**config.mk**
```make
export PLATFORM = sky130hd
export DESIGN_NAME = div_share_arbiter
export DESIGN_NICKNAME = d
export VERILOG_FILES = /design/src/rtl/div_share_arbiter.sv
export SDC_FILE = /design/constraint.sdc
export NUM_CORES = 1
export LEC_CHECK = 0
export ABC_AREA = 1
export ABC_CLOCK_PERIOD_IN_PS = 61600
export CORE_MARGIN = 5
export CORE_UTILIZATION = 35
export CTS_BUF_LIST = sky130_fd_sc_hd__clkbuf_8
export DETAILED_ROUTE_END_ITERATION = 8
export HOLD_SLACK_MARGIN = 0.1
export PLACE_DENSITY_LB_ADDON = 0.2
export SLEW_MARGIN = 20
export SYNTH_ARGS = -nofsm -noshare
export SYNTH_HDL_FRONTEND = slang
export SYNTH_SLANG_ARGS = --single-unit
```
**constraint.sdc**
```tcl
create_clock -name clk -period 61.6 [get_ports clk]
set_input_delay 15.4 -clock clk [delete_from_list [all_inputs] [get_ports clk]]
set_output_delay 15.4 -clock clk [all_outputs]
set_load 0.01 [all_outputs]
```
**src/rtl/div_share_arbiter.sv**
```systemverilog
// rtl/div_share_arbiter.sv - round-robin shared (a<<8)/b datapath for several requesters
// Grants one requester in IDLE, divides in CALC, holds the tagged result in HOLD.
module div_share_arbiter #(
  parameter int NUM_REQ = 3,
  parameter int ID_W    = 2
) (
  input  logic                   clk,
  input  logic                   rst,
  input  logic [NUM_REQ-1:0]     req_valid,
  output logic [NUM_REQ-1:0]     req_ready,
  input  logic [8*NUM_REQ-1:0]   req_a,
  input  logic [8*NUM_REQ-1:0]   req_b,
  output logic                   res_valid,
  input  logic                   res_ready,
  output logic [15:0]            res_quot,
  output logic [ID_W-1:0]        res_id,
  output logic                   res_divzero,
  output logic                   busy
);

  typedef enum logic [1:0] {
    IDLE = 2'd0,
    CALC = 2'd1,
    HOLD = 2'd2
  } state_t;

  state_t          state_q, state_d;
  logic [ID_W-1:0] rr_ptr_q, rr_ptr_d;
  logic [7:0]      a_q, a_d;
  logic [7:0]      b_q, b_d;
  logic [ID_W-1:0] id_q, id_d;
  logic            res_valid_q, res_valid_d;
  logic [15:0]     res_quot_q, res_quot_d;
  logic [ID_W-1:0] res_id_q, res_id_d;
  logic            res_divzero_q, res_divzero_d;

  logic            gnt_any;
  logic [ID_W-1:0] gnt_id;
  logic [ID_W-1:0] scan_idx;

  function automatic logic [ID_W-1:0] wrap_add(input logic [ID_W-1:0] base, input int k);
    int s;
    s = int'(base) + k;
    if (s >= NUM_REQ) s = s - NUM_REQ;
    return s[ID_W-1:0];
  endfunction

  // Scan from the farthest slot back to rr_ptr so the nearest valid requester wins.
  always_comb begin
    gnt_any  = 1'b0;
    gnt_id   = '0;
    scan_idx = '0;
    for (int k = NUM_REQ - 1; k >= 0; k--) begin
      scan_idx = wrap_add(rr_ptr_q, k);
      if (req_valid[scan_idx]) begin
        gnt_any = 1'b1;
        gnt_id  = scan_idx;
      end
    end
  end

  always_comb begin
    req_ready = '0;
    if (!rst && (state_q == IDLE) && gnt_any) begin
      req_ready[gnt_id] = 1'b1;
    end
  end

  always_comb begin
    state_d       = state_q;
    rr_ptr_d      = rr_ptr_q;
    a_d           = a_q;
    b_d           = b_q;
    id_d          = id_q;
    res_valid_d   = res_valid_q;
    res_quot_d    = res_quot_q;
    res_id_d      = res_id_q;
    res_divzero_d = res_divzero_q;
    case (state_q)
      IDLE: begin
        if (gnt_any) begin
          a_d      = req_a[8*gnt_id +: 8];
          b_d      = req_b[8*gnt_id +: 8];
          id_d     = gnt_id;
          rr_ptr_d = wrap_add(gnt_id, 1);
          state_d  = CALC;
        end
      end
      CALC: begin
        if (b_q != 8'h00) begin
          res_quot_d    = {a_q, 8'h00} / {8'h00, b_q};
          res_divzero_d = 1'b0;
        end else begin
          res_quot_d    = 16'hFFFF;
          res_divzero_d = 1'b1;
        end
        res_id_d    = id_q;
        res_valid_d = 1'b1;
        state_d     = HOLD;
      end
      HOLD: begin
        if (res_ready) begin
          res_valid_d = 1'b0;
          state_d     = IDLE;
        end
      end
      default: begin
        state_d = IDLE;
      end
    endcase
  end

  always_ff @(posedge clk) begin
    if (rst) begin
      state_q       <= IDLE;
      rr_ptr_q      <= '0;
      a_q           <= '0;
      b_q           <= '0;
      id_q          <= '0;
      res_valid_q   <= 1'b0;
      res_quot_q    <= '0;
      res_id_q      <= '0;
      res_divzero_q <= 1'b0;
    end else begin
      state_q       <= state_d;
      rr_ptr_q      <= rr_ptr_d;
      a_q           <= a_d;
      b_q           <= b_d;
      id_q          <= id_d;
      res_valid_q   <= res_valid_d;
      res_quot_q    <= res_quot_d;
      res_id_q      <= res_id_d;
      res_divzero_q <= res_divzero_d;
    end
  end

  assign res_valid   = res_valid_q;
  assign res_quot    = res_quot_q;
  assign res_id      = res_id_q;
  assign res_divzero = res_divzero_q;
  assign busy        = (state_q != IDLE);

endmodule

```
==> run metrics, run 1 <==
Slowest Stage Delay on Critical Path 0.55 ns; Final Hold Viols 0; Row Count 54; Yosys warning count 0; Post-synth EDFFs 0; RSZ-0062 raised after global routing false; 1st-pass router iterations 6; Yosys cell types 53; Arr. time, crit path about 19 ns; skew final 0.00634 ns; PostCTS Resize Cnt 0; Via Count approximately 8,300; syn_nets 1,453; commonest non-fill, non-tap cell in the layout nand2_1; r2r setup slk 33.84 ns; CTS clk-pin slew, worst paths 0.09 ns; number of vias per cell 5.08; Max Slew Vio Count 0; core footprint ~22,000 um^2; antenna fix cells 0; Max-cap violations 0; Die Width 160 um; ys async rst share 0%; antenna violations before repair 0; Final Util 41.0%; Cells after Synth 1,299; Synth Flop Type dfxtp_1; final setup TNS 0 ns; CTS max path bufs 2; WP buf/inv 5; hold_ws 0.497 ns; CTS Buf Count 5; Clock Latency Late Sink 0.31 ns; Fill cells approximately 2,400; status completed; die area 25,600 um^2; total grt overflow 0; # H-tree levels 2; critical-path cell list clkdlybuf4s50_1, nor2_1, a211oi_1, a31oi_1, inv_1, a21oi_1, o21ai_0, nand2_1, clkinv_1, ha_1, inv_1, nor2_1, clkdlybuf4s50_1; hold wc startpoint res_valid; DRC 0; first-pass GRT wire length approximately 38 mm; CP Max Fanout 20; most frequent cells in the layout 312 x nand2_1, 161 x inv_1, 110 x o21ai_0, 99 x ha_1, 95 x nor2_1; Hold Path Sink res_valid; Initial Utilization 35.9%; layout cells sized above 1 7.56%; critical path data required time 46.20 ns; Seq/Total Area, Yosys 10.7%; largest net degree at the start of global routing 38; Layout Nets 1,516; FF-to-FF path depth approximately 160; crit path kind input pin to output pin; vias in the first global route 7,849; Die Span Y 160 um; crit path launch type input pin; Starting DRT DRC Count 465; Antenna Violating Nets Remaining 0; Critical Path End Type output pin; Avg Cell Area, Syn 6.06 um^2; clock sinks 42; Ports 78; min cycle time layout about 34 ns; GP Congestion 0.894; reg-to-reg critical path endpoint res_quot[0]; drt wl/cell 13.8 um; Total Wirelength about 23 mm; CP delay by family, top buffers and inverters; Fmax 0.0295 GHz; worst reg2reg startpoint b_q[0]; Worst Hold Depth 2; global router's overall resource usage ~17%; hpwl dp ~18 mm; # Post-CTS Setup Buffers 0; Min-Delay Path Class flip-flop to flip-flop; CTS tree done; # setup viols final 0; measured slew at the worst slew-check pin 0.914 ns; IO Port Bufs 77; Slowest cell on crit path clkinv_1; Root Driver clkbuf_8; Post-Syn Area 7880 um^2; Yosys reg bits 42; final period utilization 55.1%; hold buffers post-CTS 0; P&R area growth vs syn 14.4%; Relative slew margins 38.7%
-- registers in the layout, indices dropped and copies added (netlist names) --
signal and count:
state_q 2, rr_ptr_q 2, id_q 2, a_q 8, res_divzero 1, res_quot 16
b_q 8, res_valid 1, res_id 2
-- routing by layer --
layer  wire [um]  GRT usage, %  vias up
li1            -             -     4493
met1       11200          23.9     3683
met2       10300          30.1      153
met3         837          2.11       16
met4         271          2.85        0
met5           0             0        -
-- cells by family (layout without fill, tap and decap cells) --
group                      count (synthesis)  in the layout  synth area share (%)
xor gates and xnor gates                  55             55                  6.12
and+or+nand+nor                          618            618                  36.7
DFF                                       42             42                  10.7
adders and majority gates                100            100                  16.0
AOI/OAI and AO/OA                        275            275                  20.3
buffers and inverters                    209            273                  10.3
-- worst max-delay path by stage --
stage | from | to | slack (ns) | cells after the start
floorplan | req_valid[2] | req_ready[0] | 29.17 | 8
global placement | req_valid[1] | req_ready[1] | 27.73 | 13
detailed placement | req_valid[1] | req_ready[1] | 27.71 | 13
CTS | req_valid[1] | req_ready[1] | 27.70 | 13
global route | req_valid[1] | req_ready[1] | 27.24 | 13
finish | req_valid[1] | req_ready[1] | 27.65 | 13
-- worst register-to-register path: cells and delay by family, from the launching register on --
kind / cells / cell delay [ns]
flops: 1 / 0.75
fa+ha+maj: 17 / 5.37
buf+inv: 19 / 2.66
simple gates: 68 / 8.48
compound gates: 55 / 10.42
-- synthesized netlist by cell type (2+ instances only) --
cell,count,share of area [%]
a211oi_1,3,0.29
a21o_1,3,0.29
a21oi_1,86,5.5
a21oi_2,2,0.22
a221oi_1,4,0.44
a31oi_1,3,0.24
a32o_1,8,1.0
and2_1,3,0.24
buf_1,2,0.095
buf_2,4,0.25
buf_6,3,0.43
clkbuf_1,20,0.95
clkinv_1,5,0.24
dfxtp_1,42,11
ha_1,99,16
inv_1,160,7.6
inv_2,15,0.71
nand2_1,312,15
nand2_2,27,2.1
nand3_1,90,5.7
nand3_2,11,1.4
nand3_4,3,0.67
nand3b_1,6,0.57
nand4_1,25,2.0
nand4_2,2,0.32
nor2_1,95,4.5
nor2_2,7,0.56
nor2_4,7,1.0
nor3_1,13,0.83
nor4_1,3,0.24
o211ai_1,8,0.76
o21a_1,3,0.29
o21ai_0,110,7.0
o21ai_1,8,0.51
o21ai_2,2,0.22
o21bai_1,9,0.86
o221ai_1,8,0.89
o22ai_1,6,0.48
o31ai_1,8,0.76
or2_1,2,0.16
or2_2,7,0.56
xnor2_1,21,2.3
xor2_1,34,3.8
-- per-stage QoR --
stage	setup slack, ns	std cells	instance area (um^2)
2_1_floorplan	29.17	1299	7880
3_3_place_gp	27.73	1635	8920
3_5_place_dp	27.71	1635	8920
4_1_cts	27.70	1643	9010
5_1_grt	27.24	1643	9010
6_report	27.65	1643	9010
-- cell type report --
type | instances | area, um^2 | area share (%)
Clock inverter | 3 | 17.5 | 0.194
Clock buffer | 5 | 68.8 | 0.764
Tap cell | 280 | 350 | 3.89
Sequential cell | 42 | 841 | 9.33
Inverter | 180 | 676 | 7.50
Timing Repair Buffer | 85 | 831 | 9.22
Multi-Input combinational cell | 1048 | 6220 | 69.1
Power of run 1 is not shown: default switching activity piles up to over one toggle a cycle in this logic, so the estimate is an artifact.
==> run 2, diff against run 1 <==
- ABC_CLOCK_PERIOD_IN_PS: 61600 -> 30600
- clock period: 61.6 -> 30.6 ns (I/O delays scaled with it)
==> run metrics, run 2 (same netlist as run 1, synthesis figures left out) <==
status completed; total grt overflow 0; reg-to-reg critical path endpoint res_quot[0]; final period utilization 87.1%; core footprint 22,000 um^2; Antenna Violating Nets Remaining 0; vias in the first global route approximately 7,900; Max Slew Vio Count 0; antenna violations before repair 0; global router's overall resource usage 17.5%; r2r setup slk 3.93 ns; Initial Utilization 35.9%; Slowest cell on crit path a21oi_2; skew final 0.00614 ns; Die Width 160 um; # setup viols final 0; Worst Hold Depth 2; GP Congestion 0.883; CP delay by family, top compound AO/OA/AOI/OAI gates; Layout Nets 1,519; Starting DRT DRC Count approximately 450; Clock Latency Late Sink 0.30 ns; CTS tree done; clock sinks 42; Slowest Stage Delay on Critical Path 0.54 ns; Root Driver clkbuf_8; Critical Path End Type flip-flop; Relative slew margins 31.7%; number of vias per cell 5.15; layout cells sized above 1 7.83%; antenna fix cells 0; most frequent cells in the layout 312 x nand2_1, 160 x inv_1, 110 x o21ai_0, 99 x ha_1, 95 x nor2_1; Final Hold Viols 0; Via Count 8,483; Arr. time, crit path 26.85 ns; CTS Buf Count 5; Row Count 54; first-pass GRT wire length ~38 mm; Critical Path Most Common Cell nand2_1; placed cells roughly 1,600; IO Port Bufs between 70 and 80; RSZ-0062 raised after global routing false; max reg flops 16; Hold Path Sink res_valid; commonest non-fill, non-tap cell in the layout nand2_1; CP Max Fanout 16; crit path kind flip-flop to flip-flop; min cycle time layout 26.67 ns; die area between 20,000 and 30,000 um^2; fin cells 1,646; hpwl dp 18.3 mm; measured slew at the worst slew-check pin 1.02 ns; final setup TNS 0 ns; FF-to-FF path depth 160; drt wl/cell between 10 and 15 um; worst reg2reg startpoint b_q[0]; CTS clk-pin slew, worst paths 0.09 ns; Ports slightly below 80; Fmax 0.0375 GHz; Die Span Y 160 um; largest net degree at the start of global routing 38; Max-cap violations 0; DRC 0; 1st-pass router iterations 9; P&R area growth vs syn 14.7%; WP buf/inv 20; CTS max path bufs 2; crit path launch type flip-flop; # Post-CTS Setup Buffers 0; Total Wirelength about 23 mm; # H-tree levels 2; Min-Delay Path Class flip-flop to flip-flop; critical path data required time 30.79 ns; hold wc startpoint res_valid; PostCTS Resize Cnt 0; hold buffers post-CTS 0
-- run 2: changes by cell type in the layout (fill, tap and decap cells not counted), sizes merged --
cell / before / now
buf: 8 / 11
-- run 2: layout make-up --
cell class / instances / area [um^2]
Clock buffer: 5 / 68.8
Clock inverter: 3 / 18.8
Inverter: 180 / 676
Multi-Input combinational cell: 1048 / 6220
Tap cell: 280 / 350
Timing Repair Buffer: 88 / 853
Sequential cell: 42 / 841
Fill cell: 2330 / 12900
-- run 2: metrics by stage --
| stage | hold WS, ns | utilization, % | cell area, um^2 | setup WS (ns) |
|---|---|---|---|---|
| after floorplan | 0.451 | - | 7880 | 6.84 |
| after global placement | 0.467 | 40.7 | 8940 | 4.66 |
| after detailed placement | 0.479 | 40.7 | 8940 | 4.06 |
| after CTS | 0.499 | 41.1 | 9030 | 3.96 |
| after global routing | 0.525 | 41.1 | 9030 | 0.515 |
| final | 0.493 | 41.1 | 9030 | 3.93 |
-- run 2: worst reg2reg max path: cells and delay by family, from the launching register on --
kind,cells,cell delay (ns)
AOI/OAI and AO/OA,55,9.99
and+or+nand+nor,68,8.21
adders and majority gates,17,5.30
buffers and inverters,20,2.71
DFF,1,0.32
-- run 2: routing by layer --
| metal | wire [um] | vias up | GRT usage [%] |
|---|---|---|---|
| met5 | 0 | - | 0 |
| met4 | 288 | 0 | 2.70 |
| met3 | 1160 | 24 | 2.71 |
| met2 | 10400 | 207 | 30.0 |
| met1 | 11000 | 3747 | 23.6 |
| li1 | - | 4505 | - |
-- run 2: how the worst max path moves through the flow --
| stage | start | endpoint | depth (start not counted) |
|---|---|---|---|
| CTS | b_q[0] | res_quot[0] | 159 |
| floorplan | b_q[0] | res_quot[0] | 170 |
| global placement | b_q[0] | res_quot[0] | 160 |
| global route | b_q[0] | res_quot[0] | 160 |
| detailed placement | b_q[0] | res_quot[0] | 160 |
| finish | b_q[0] | res_quot[0] | 160 |
Power of run 2 is left out for the same reason.
==> run 3, diff against run 2 <==
- ABC_CLOCK_PERIOD_IN_PS: 30600 -> 23300
- clock period: 30.6 -> 23.3 ns (I/O delays scaled with it)
==> run metrics, run 3 (same netlist as run 1, synthesis figures left out) <==
status completed; Min-Delay Path Class flip-flop to flip-flop; core footprint between 20,000 and 25,000 um^2; Initial Utilization a little over a third; Critical Path End Type flip-flop; Max-cap violations 0; final period utilization 94.5%; total grt overflow 0; crit path kind flip-flop to flip-flop; Final Hold Viols 0; layout cells sized above 1 between 20% and 30%; min cycle time layout 22.02 ns; Row Count 54; CP Capture Point res_quot[0]; hpwl dp 18.5 mm; P&R area growth vs syn 35.5%; Final Util about 50%; Clock Latency Late Sink 0.30 ns; GP Congestion 0.906; Crit. Startpoint b_q[0]; Critical Path Most Common Cell nand2_1; reg-to-reg critical path endpoint res_quot[0]; Ports 78; Fmax 0.0454 GHz; worst reg2reg startpoint b_q[0]; Via Count 9,013; Layout Nets around 1,600; Arr. time, crit path 22.21 ns; antenna violations before repair 0; commonest non-fill, non-tap cell in the layout nand2_1; vias in the first global route 7,918; CTS clk-pin slew, worst paths 0.08 ns; # H-tree levels 2; IO Port Bufs 77; Slowest cell on crit path a2111o_1; Antenna Violating Nets Remaining 0; Root Driver clkbuf_8; Total Wirelength 24.9 mm; r2r setup slk 1.28 ns; # setup viols final 0; Max Slew Vio Count 0; crit path launch type flip-flop; Die Span Y approximately 160 um; critical path data required time 23.50 ns; Slowest Stage Delay on Critical Path 0.43 ns; measured slew at the worst slew-check pin 1.03 ns; antenna fix cells 0; clock sinks 42; DRC 0; max reg flops 16; CTS max path bufs 2; CP Max Fanout 8; Worst Hold Depth 2; 1st-pass router iterations 5; FF-to-FF path depth 168; global router's overall resource usage 17.4%; Die Width 160 um; most frequent cells in the layout 292 x nand2_1, 155 x inv_1, 119 x buf_4, 88 x nor2_1, 84 x nand3_1; Relative slew margins 31.0%; CTS Buf Count 5; first-pass GRT wire length 38.1 mm; skew final 0.00590 ns; CTS tree done; die area 25,600 um^2; number of vias per cell 5.12; drt wl/cell 14.1 um; Starting DRT DRC Count 377; largest net degree at the start of global routing 38
==> run 3: critical path: cells and delay by family (launching register included) <==
family                   cells  cell delay (ns)
AND/OR/NAND/NOR             72             6.83
AO/OA/AOI/OAI               51             7.12
buffers and inverters       28             2.75
flip-flops                   1             0.33
adder cells (fa/ha/maj)     17             4.80
==> run 3: repair_timing <==
action,CTS,global route
pin swaps,7,87
setup buffers,5,70
setup endpoints to repair,1,2
hold buffers,0,0
cloned,0,1
resized for setup,24,169
==> run 3: worst min path at each step <==
stage / from / endpoint
2_1_floorplan: rr_ptr_q[1] / rr_ptr_q[1]
3_3_place_gp: res_id[1] / res_id[1]
3_5_place_dp: res_id[1] / res_id[1]
4_1_cts: rr_ptr_q[1] / rr_ptr_q[1]
5_1_grt: rr_ptr_q[1] / rr_ptr_q[1]
6_report: rr_ptr_q[1] / rr_ptr_q[1]
==> run 3: area by class of cell <==
type | instances | area (um^2)
clock inverter | 3 | 37.5
fill | 2276 | 11300
multi-input combinational | 1048 | 6940
tap | 280 | 350
clock buffer | 5 | 68.8
inverter | 180 | 701
timing repair inverter | 1 | 6.26
sequential | 42 | 843
timing repair buffer | 202 | 1730
==> run 3: layer usage <==
metal / wire length (um) / GRT usage (%) / vias up / part of all wire, %
met4: 465 / 3.17 / 0 / 1.9
met3: 982 / 2.19 / 32 / 3.9
met5: 0 / 0 / - / 0
li1: - / - / 4723 / -
met1: 11500 / 23.4 / 4075 / 46
met2: 11900 / 30.2 / 183 / 48
==> run 3: stage by stage <==
step	area (um^2)	cells	hold slack (ns)	TNS [ns]	setup WS (ns)
after detailed placement	9240	1677	0.471	-1.01	-1.01
after global routing	10700	1761	0.516	-0.321	-0.321
final	10700	1761	0.484	0	1.28
after global placement	9240	1677	0.470	-0.818	-0.818
after floorplan	7880	1299	0.451	0	0.0781
after CTS	9440	1690	0.489	0	0.0135
Power of run 3 is left out for the same reason.
